==> src/rtl/imem_loader_pkg.sv <==
// Shared definitions for the instruction-memory serial loader.
package imem_loader_pkg;

   localparam logic [7:0] SYNC_BYTE = 8'hA5;

   typedef enum logic [2:0] {
      ST_IDLE    = 3'd0,
      ST_LEN_HI  = 3'd1,
      ST_LEN_LO  = 3'd2,
      ST_DATA_HI = 3'd3,
      ST_DATA_LO = 3'd4,
      ST_CHECK   = 3'd5,
      ST_DONE    = 3'd6,
      ST_ERROR   = 3'd7
   } loadState_t;

   typedef enum logic [1:0] {
      RX_IDLE  = 2'd0,
      RX_START = 2'd1,
      RX_DATA  = 2'd2,
      RX_STOP  = 2'd3
   } rxState_t;

   function automatic int clksPerBit(input int clkHz, input int baud);
      return clkHz / baud;
   endfunction

endpackage

==> src/rtl/imem_loader_if.sv <==
// Write port of the instruction RAM: the loader drives it, the RAM consumes it.
interface imem_loader_if #(
   parameter int ADDR_W = 12,
   parameter int DATA_W = 16
);
   logic              mem_wren;
   logic [ADDR_W-1:0] mem_addr;
   logic [DATA_W-1:0] mem_data;

   modport master (output mem_wren, mem_addr, mem_data);
   modport slave  (input  mem_wren, mem_addr, mem_data);
endinterface

==> src/rtl/imem_loader_uart_rx.sv <==
// 8N1 UART receiver: 2-flop synchronizer, mid-bit sampling, glitch-rejecting start check.
module uart_rx
   import imem_loader_pkg::*;
#(
   parameter int CLK_HZ = 50000000,
   parameter int BAUD   = 115200
) (
   input  logic       CLOCK_50,
   input  logic       reset,
   input  logic       rx,
   output logic [7:0] byte_out,
   output logic       byte_valid,
   output logic       frame_err
);
   localparam int CPB   = clksPerBit(CLK_HZ, BAUD);
   localparam int CNT_W = $clog2(CPB + 1);
   localparam logic [CNT_W-1:0] FULL_TC = CNT_W'(CPB - 1);
   localparam logic [CNT_W-1:0] HALF_TC = CNT_W'(CPB / 2 - 1);

   logic             rxMeta, rxSync, rxPrev;
   rxState_t         state, stateNext;
   logic [CNT_W-1:0] cnt, cntNext;
   logic [2:0]       bitIdx, bitIdxNext;
   logic [7:0]       shiftReg, shiftNext;
   logic             validNext, errNext;

   assign byte_out = shiftReg;

   always_ff @(posedge CLOCK_50) begin
      if (reset) begin
         rxMeta     <= 1'b1;
         rxSync     <= 1'b1;
         rxPrev     <= 1'b1;
         state      <= RX_IDLE;
         cnt        <= '0;
         bitIdx     <= '0;
         shiftReg   <= '0;
         byte_valid <= 1'b0;
         frame_err  <= 1'b0;
      end else begin
         rxMeta     <= rx;
         rxSync     <= rxMeta;
         rxPrev     <= rxSync;
         state      <= stateNext;
         cnt        <= cntNext;
         bitIdx     <= bitIdxNext;
         shiftReg   <= shiftNext;
         byte_valid <= validNext;
         frame_err  <= errNext;
      end
   end

   always_comb begin
      stateNext  = state;
      cntNext    = cnt;
      bitIdxNext = bitIdx;
      shiftNext  = shiftReg;
      validNext  = 1'b0;
      errNext    = 1'b0;
      case (state)
         RX_IDLE: begin
            if (rxPrev && !rxSync) begin
               stateNext = RX_START;
               cntNext   = HALF_TC;
            end
         end
         RX_START: begin
            if (cnt == '0) begin
               // a line that is high again at mid-start was only a glitch
               if (!rxSync) begin
                  stateNext  = RX_DATA;
                  cntNext    = FULL_TC;
                  bitIdxNext = '0;
               end else begin
                  stateNext = RX_IDLE;
               end
            end else begin
               cntNext = cnt - 1'b1;
            end
         end
         RX_DATA: begin
            if (cnt == '0) begin
               shiftNext = {rxSync, shiftReg[7:1]};
               cntNext   = FULL_TC;
               if (bitIdx == 3'd7) stateNext = RX_STOP;
               else                bitIdxNext = bitIdx + 1'b1;
            end else begin
               cntNext = cnt - 1'b1;
            end
         end
         RX_STOP: begin
            if (cnt == '0) begin
               validNext = rxSync;
               errNext   = !rxSync;
               stateNext = RX_IDLE;
            end else begin
               cntNext = cnt - 1'b1;
            end
         end
         default: stateNext = RX_IDLE;
      endcase
   end

endmodule

==> src/rtl/imem_loader.sv <==
// Frame FSM that writes a UART-delivered program image into instruction RAM and
// holds the CPU in reset until a checksum-valid image is in place.
//
//   state   | meaning
//   IDLE    | nothing loaded since reset, waiting for sync
//   LEN_HI  | expecting length high byte
//   LEN_LO  | expecting length low byte, then range check
//   DATA_HI | expecting high byte of next word
//   DATA_LO | expecting low byte, write word on arrival
//   CHECK   | expecting checksum byte
//   DONE    | image accepted, CPU released, waiting for reload sync
//   ERROR   | frame rejected, CPU held, waiting for sync
module imem_loader
   import imem_loader_pkg::*;
#(
   parameter int CLK_HZ = 50000000,
   parameter int BAUD   = 115200,
   parameter int ADDR_W = 12,
   parameter int DATA_W = 16
) (
   input  logic          CLOCK_50,
   input  logic          reset,
   input  logic          rx,
   imem_loader_if.master memBus,
   output logic          cpu_hold,
   output logic          load_done,
   output logic          error
);
   localparam int          IDX_W   = ADDR_W + 1;
   localparam logic [15:0] MAX_LEN = 16'(2 ** ADDR_W);

   logic [7:0]        rxByte;
   logic              byteValid, frameErr;
   loadState_t        state, stateNext;
   logic [15:0]       lenReg, lenNext, lenFull;
   logic [7:0]        chkSum, chkNext, hiByte, hiNext;
   logic [IDX_W-1:0]  wordIdx, idxNext, idxInc;
   logic              wren, wrenNext, holdNext, doneNext, errNext;
   logic [ADDR_W-1:0] addr, addrNext;
   logic [DATA_W-1:0] data, dataNext;

   uart_rx #(.CLK_HZ(CLK_HZ), .BAUD(BAUD)) uRx (
      .CLOCK_50   (CLOCK_50),
      .reset      (reset),
      .rx         (rx),
      .byte_out   (rxByte),
      .byte_valid (byteValid),
      .frame_err  (frameErr)
   );

   assign memBus.mem_wren = wren;
   assign memBus.mem_addr = addr;
   assign memBus.mem_data = data;
   assign lenFull         = {lenReg[15:8], rxByte};
   assign idxInc          = wordIdx + 1'b1;

   always_ff @(posedge CLOCK_50) begin
      if (reset) begin
         state     <= ST_IDLE;
         lenReg    <= '0;
         chkSum    <= '0;
         hiByte    <= '0;
         wordIdx   <= '0;
         wren      <= 1'b0;
         addr      <= '0;
         data      <= '0;
         cpu_hold  <= 1'b1;
         load_done <= 1'b0;
         error     <= 1'b0;
      end else begin
         state     <= stateNext;
         lenReg    <= lenNext;
         chkSum    <= chkNext;
         hiByte    <= hiNext;
         wordIdx   <= idxNext;
         wren      <= wrenNext;
         addr      <= addrNext;
         data      <= dataNext;
         cpu_hold  <= holdNext;
         load_done <= doneNext;
         error     <= errNext;
      end
   end

   always_comb begin
      stateNext = state;
      lenNext   = lenReg;
      chkNext   = chkSum;
      hiNext    = hiByte;
      idxNext   = wordIdx;
      wrenNext  = 1'b0;
      addrNext  = addr;
      dataNext  = data;
      holdNext  = cpu_hold;
      doneNext  = 1'b0;
      errNext   = error;
      if (frameErr) begin
         if (!(state inside {ST_IDLE, ST_DONE, ST_ERROR})) begin
            stateNext = ST_ERROR;
            errNext   = 1'b1;
         end
      end else if (byteValid) begin
         case (state)
            ST_IDLE, ST_DONE, ST_ERROR: begin
               if (rxByte == SYNC_BYTE) begin
                  stateNext = ST_LEN_HI;
                  holdNext  = 1'b1;
                  errNext   = 1'b0;
                  chkNext   = '0;
                  idxNext   = '0;
               end
            end
            ST_LEN_HI: begin
               lenNext   = {rxByte, lenReg[7:0]};
               chkNext   = chkSum ^ rxByte;
               stateNext = ST_LEN_LO;
            end
            ST_LEN_LO: begin
               lenNext = lenFull;
               chkNext = chkSum ^ rxByte;
               if (lenFull == '0 || lenFull > MAX_LEN) begin
                  stateNext = ST_ERROR;
                  errNext   = 1'b1;
               end else begin
                  stateNext = ST_DATA_HI;
               end
            end
            ST_DATA_HI: begin
               hiNext    = rxByte;
               chkNext   = chkSum ^ rxByte;
               stateNext = ST_DATA_LO;
            end
            ST_DATA_LO: begin
               wrenNext  = 1'b1;
               addrNext  = wordIdx[ADDR_W-1:0];
               dataNext  = DATA_W'({hiByte, rxByte});
               chkNext   = chkSum ^ rxByte;
               idxNext   = idxInc;
               stateNext = (16'(idxInc) == lenReg) ? ST_CHECK : ST_DATA_HI;
            end
            ST_CHECK: begin
               if (chkSum == rxByte) begin
                  stateNext = ST_DONE;
                  doneNext  = 1'b1;
                  holdNext  = 1'b0;
               end else begin
                  stateNext = ST_ERROR;
                  errNext   = 1'b1;
               end
            end
            default: stateNext = ST_IDLE;
         endcase
      end
   end

endmodule

==> src/flat_wrapper.sv <==
// flat-port wrapper written by rule: the top's interface ports become plain ports
module imem_loader_flat import imem_loader_pkg::*;
#(
   parameter int CLK_HZ = 50000000,
   parameter int BAUD   = 115200,
   parameter int ADDR_W = 12,
   parameter int DATA_W = 16
)
  (CLOCK_50, reset, rx, cpu_hold, load_done, error, memBus_mem_wren, memBus_mem_addr, memBus_mem_data);
  imem_loader_if #(.ADDR_W(ADDR_W), .DATA_W(DATA_W)) memBus_i ();
  input  logic CLOCK_50;
  input  logic reset;
  input  logic rx;
  output logic cpu_hold;
  output logic load_done;
  output logic error;
  output wire logic [$bits(memBus_i.mem_wren)-1:0] memBus_mem_wren;
  output wire logic [$bits(memBus_i.mem_addr)-1:0] memBus_mem_addr;
  output wire logic [$bits(memBus_i.mem_data)-1:0] memBus_mem_data;
  assign memBus_mem_wren = memBus_i.mem_wren;
  assign memBus_mem_addr = memBus_i.mem_addr;
  assign memBus_mem_data = memBus_i.mem_data;
  imem_loader #(.CLK_HZ(CLK_HZ), .BAUD(BAUD), .ADDR_W(ADDR_W), .DATA_W(DATA_W)) u_core (.CLOCK_50(CLOCK_50), .reset(reset), .rx(rx), .memBus(memBus_i), .cpu_hold(cpu_hold), .load_done(load_done), .error(error));
endmodule
==> config.mk <==
export PLATFORM = sky130hd
export DESIGN_NAME = imem_loader_flat
export DESIGN_NICKNAME = d
export VERILOG_FILES = /design/src/rtl/imem_loader_pkg.sv /design/src/rtl/imem_loader_if.sv /design/src/rtl/imem_loader_uart_rx.sv /design/src/rtl/imem_loader.sv /design/src/flat_wrapper.sv
export SDC_FILE = /design/constraint.sdc
export NUM_CORES = 1
export LEC_CHECK = 0
export CORE_MARGIN = 5
export CORE_UTILIZATION = 30
export CTS_BUF_LIST = sky130_fd_sc_hd__clkbuf_16
export DETAILED_ROUTE_END_ITERATION = 16
export PLACE_DENSITY = 0.51
export SYNTH_ARGS = -nofsm -noshare
export SYNTH_HDL_FRONTEND = slang
export SYNTH_SLANG_ARGS = --single-unit
==> constraint.sdc <==
create_clock -name CLOCK_50 -period 2.25 [get_ports CLOCK_50]
set_input_delay 0.3375 -clock CLOCK_50 [delete_from_list [all_inputs] [get_ports CLOCK_50]]
set_output_delay 0.3375 -clock CLOCK_50 [all_outputs]
set_load 0.05 [all_outputs]
==> impl_metrics.ini <==
[pwr]
internal_power_mw = 2.84
seq_power_share = 0.506
ir_drop_v = 0.000421
comb_power_share = 0.126
power_density_mw_per_mm2 = 632
clkPwrFrac = 0.368
power_switching_mw = 1.03
power_leakage_nw = 2.26
swShare = 0.267

[clocking]
htreeDepth = 3
cts_tree = built
cts_buffer_depth = 2
clk_latency_ps = 350
postCtsHoldBufs = 0
clock-root-buffer = clkbuf_16
cts.clk_slew.worst_paths_ps = 70
numCtsBuffers = 9
clock-sinks = 107

[route]
wirelength_mm = 13.4
via_count = 4642
ant_nets = 0
drc = 0
vias_per_cell = 5.04
wl_per_cell_um = 14.5
dr.pass1.iters = 4
drtIter0Drc = 296

[critical_path]
worstPathCellList = nor4_4 -> nand2_2 -> a21oi_2 -> nand3_1 -> buf_4 -> o21ai_0 -> a21oi_1
crit_slowest_cell = dfxtp_1
critPathTopFamily = simple AND/OR/NAND/NOR gates
endpoint_kind = flop
cp.arrival_ps = 2280
crit_buf_inv = 1
cp.required_ps = 2480
path_class = reg -> reg
critPathLaunchType = flop
slowest_delay_ps = 430
crit_path_max_fanout = 11

[sta]
finalCritPeriodShare = 0.913
tightest_slew_ps = 720
slew_violations = 0
fmax_mhz = 487
setup_viol = 0
slew_headroom = 0.520
final.min_clock_period_ps = 2050
hold_viol_final = 0
tns_ps = 0
rsz0062_at_grt = no
clock_skew_ps = 4.86

[status]
status = complete, no violations

[floorplanning]
core-area_sq_mm = 0.0171
die_y_um = 142
fp.dieArea_sq_mm = 0.0200
start_util = 0.304
rows = 48
ios = 35
die_w_um = 142

[global_routing]
antenna_found_initial = 0
grt_pass1_wl_mm = 22.5
grt_pass1_vias = 4537
grt_use_total = 0.137
grt-ovfl-total = 0
grt_start_max_net_pins = 67

[final_layout]
mostFrequentLayoutCell = dfxtp_1
nets = 702
diodes = 0
final_layout_size_suffix_gt1_frac = 0.0920
synthToLayoutAreaGrowth_pct = 17.9
final_cell_mix = dfxtp_1 (107), nand2_1 (98), a21oi_1 (90), nor2_1 (78), clkdlybuf4s50_1 (33)
regArea_sq_mm = 0.00214
post-route-util = 0.358
fillers = 1814
multi_input_area_sq_mm = 0.00281

[synthesis]
synthesis.area_sq_mm = 0.00519
syn_nets = 673
seq_area_frac_synth = 0.412
async_reset_ff_frac = 0
synth_warnings = 0
ys_types = 67
synth-edff-count = 0
synthFlopType = dfxtp_1
synthCells = 662
syn_area_per_cell_sq_um = 7.85
synth_seq_cells = 107

[placed_design]
dp_hpwl_mm = 9.34
portBuffers = 34
place.gp.congestion = 0.847

[worst_hold_path]
hold_class = reg -> reg

[flow_run]
cap_violations = 0
## metrics by stage
step                      cell area, sq um  total power [mW]  std cells  hold slack [ps]  setup slack [ps]
after detailed placement              5860              2.49        905              407               213
after global placement                5860              2.48        905              418               283
final                                 6120              3.87        921              422               196
after CTS                             6120              3.96        921              432               200
after floorplan                       5190              2.35        662              389               375
after global routing                  6120              4.08        921              451              4.28
## sequential cells by signal (all words and copies together) (netlist names), 3 cells and up, named ones only
signal	flops
u_core.wordIdx	13
u_core.uRx.cnt	9
u_core.hiByte	8
u_core.chkSum	8
u_core.memBus.mem_addr	12
u_core.state	3
u_core.uRx.byte_out	8
u_core.uRx.bitIdx	3
u_core.memBus.mem_data	16
u_core.lenReg	16
## per-layer routing
metal / global-route usage / routed length, um / part of all wire
met5: 0 / 0 / 0
met4: 0.0449 / 200 / 0.015
met3: 0.0270 / 436 / 0.033
met2: 0.240 / 6620 / 0.50
met1: 0.169 / 6100 / 0.46
## Yosys cell counts, types with 4 or more instances
cell type	number	area share
dfxtp_1	107	0.41
nand2_1	98	0.071
a21oi_1	90	0.087
nor2_1	79	0.057
clkbuf_1	33	0.024
nand3_1	31	0.030
o21ai_0	28	0.027
xnor2_1	16	0.027
mux2i_1	15	0.029
nor3_1	13	0.013
inv_1	11	0.0079
or3_1	10	0.012
xor2_1	10	0.017
ha_1	8	0.019
nand3b_1	8	0.012
nor2b_1	7	0.0084
buf_2	6	0.0058
nand2b_1	5	0.0060
nor4_1	5	0.0060
or2_2	4	0.0048
## logic make-up (layout without fill, tap and decap cells)
family                   Yosys count  count (layout)  share of synthesized area
AO/OA/AOI/OAI                    159             159                      0.178
AND/OR/NAND/NOR                  290             290                      0.270
adder cells (fa/ha/maj)            8               8                     0.0193
XOR/XNOR                          26              26                     0.0438
buffers and inverters             57              91                     0.0479
flip-flops                       107             107                      0.412
multiplexers                      15              15                     0.0289
## power by group through the flow
stage | Combinational (mW) | Clock [mW] | Sequential (mW)
after floorplan | 0.353 | 0 | 1.99
after detailed placement | 0.484 | 0 | 2.00
after global placement | 0.477 | 0 | 2.00
after CTS | 0.487 | 1.51 | 1.96
final | 0.487 | 1.43 | 1.96
after global routing | 0.539 | 1.58 | 1.96
## path summary, 6_finish.rpt
path	end	slack [ps]	startpoint	cells after the start
worst min-delay path	u_core.uRx.rxSync	420	u_core.uRx.rxMeta	1
worst max-delay path	u_core.wordIdx[9]	200	u_core.uRx.byte_out[3]	7
worst min register to register	u_core.uRx.rxSync	420	u_core.uRx.rxMeta	1
worst max register to register	u_core.wordIdx[9]	200	u_core.uRx.byte_out[3]	7
## timing repair
action | in CTS | in global routing
setup endpoints to repair | 0 | 2
gates resized for setup | 0 | 1
setup buffers | 0 | 0
## layout make-up
cell class | count | area share
clock inverters | 7 | 0.00572
inverters | 11 | 0.00674
multi-input cells | 498 | 0.459
clock buffers | 9 | 0.0368
repair buffers | 64 | 0.0960
flip-flops and latches | 107 | 0.350
well taps | 225 | 0.0460
No activity file was read; power rests on OpenSTA's default activity.
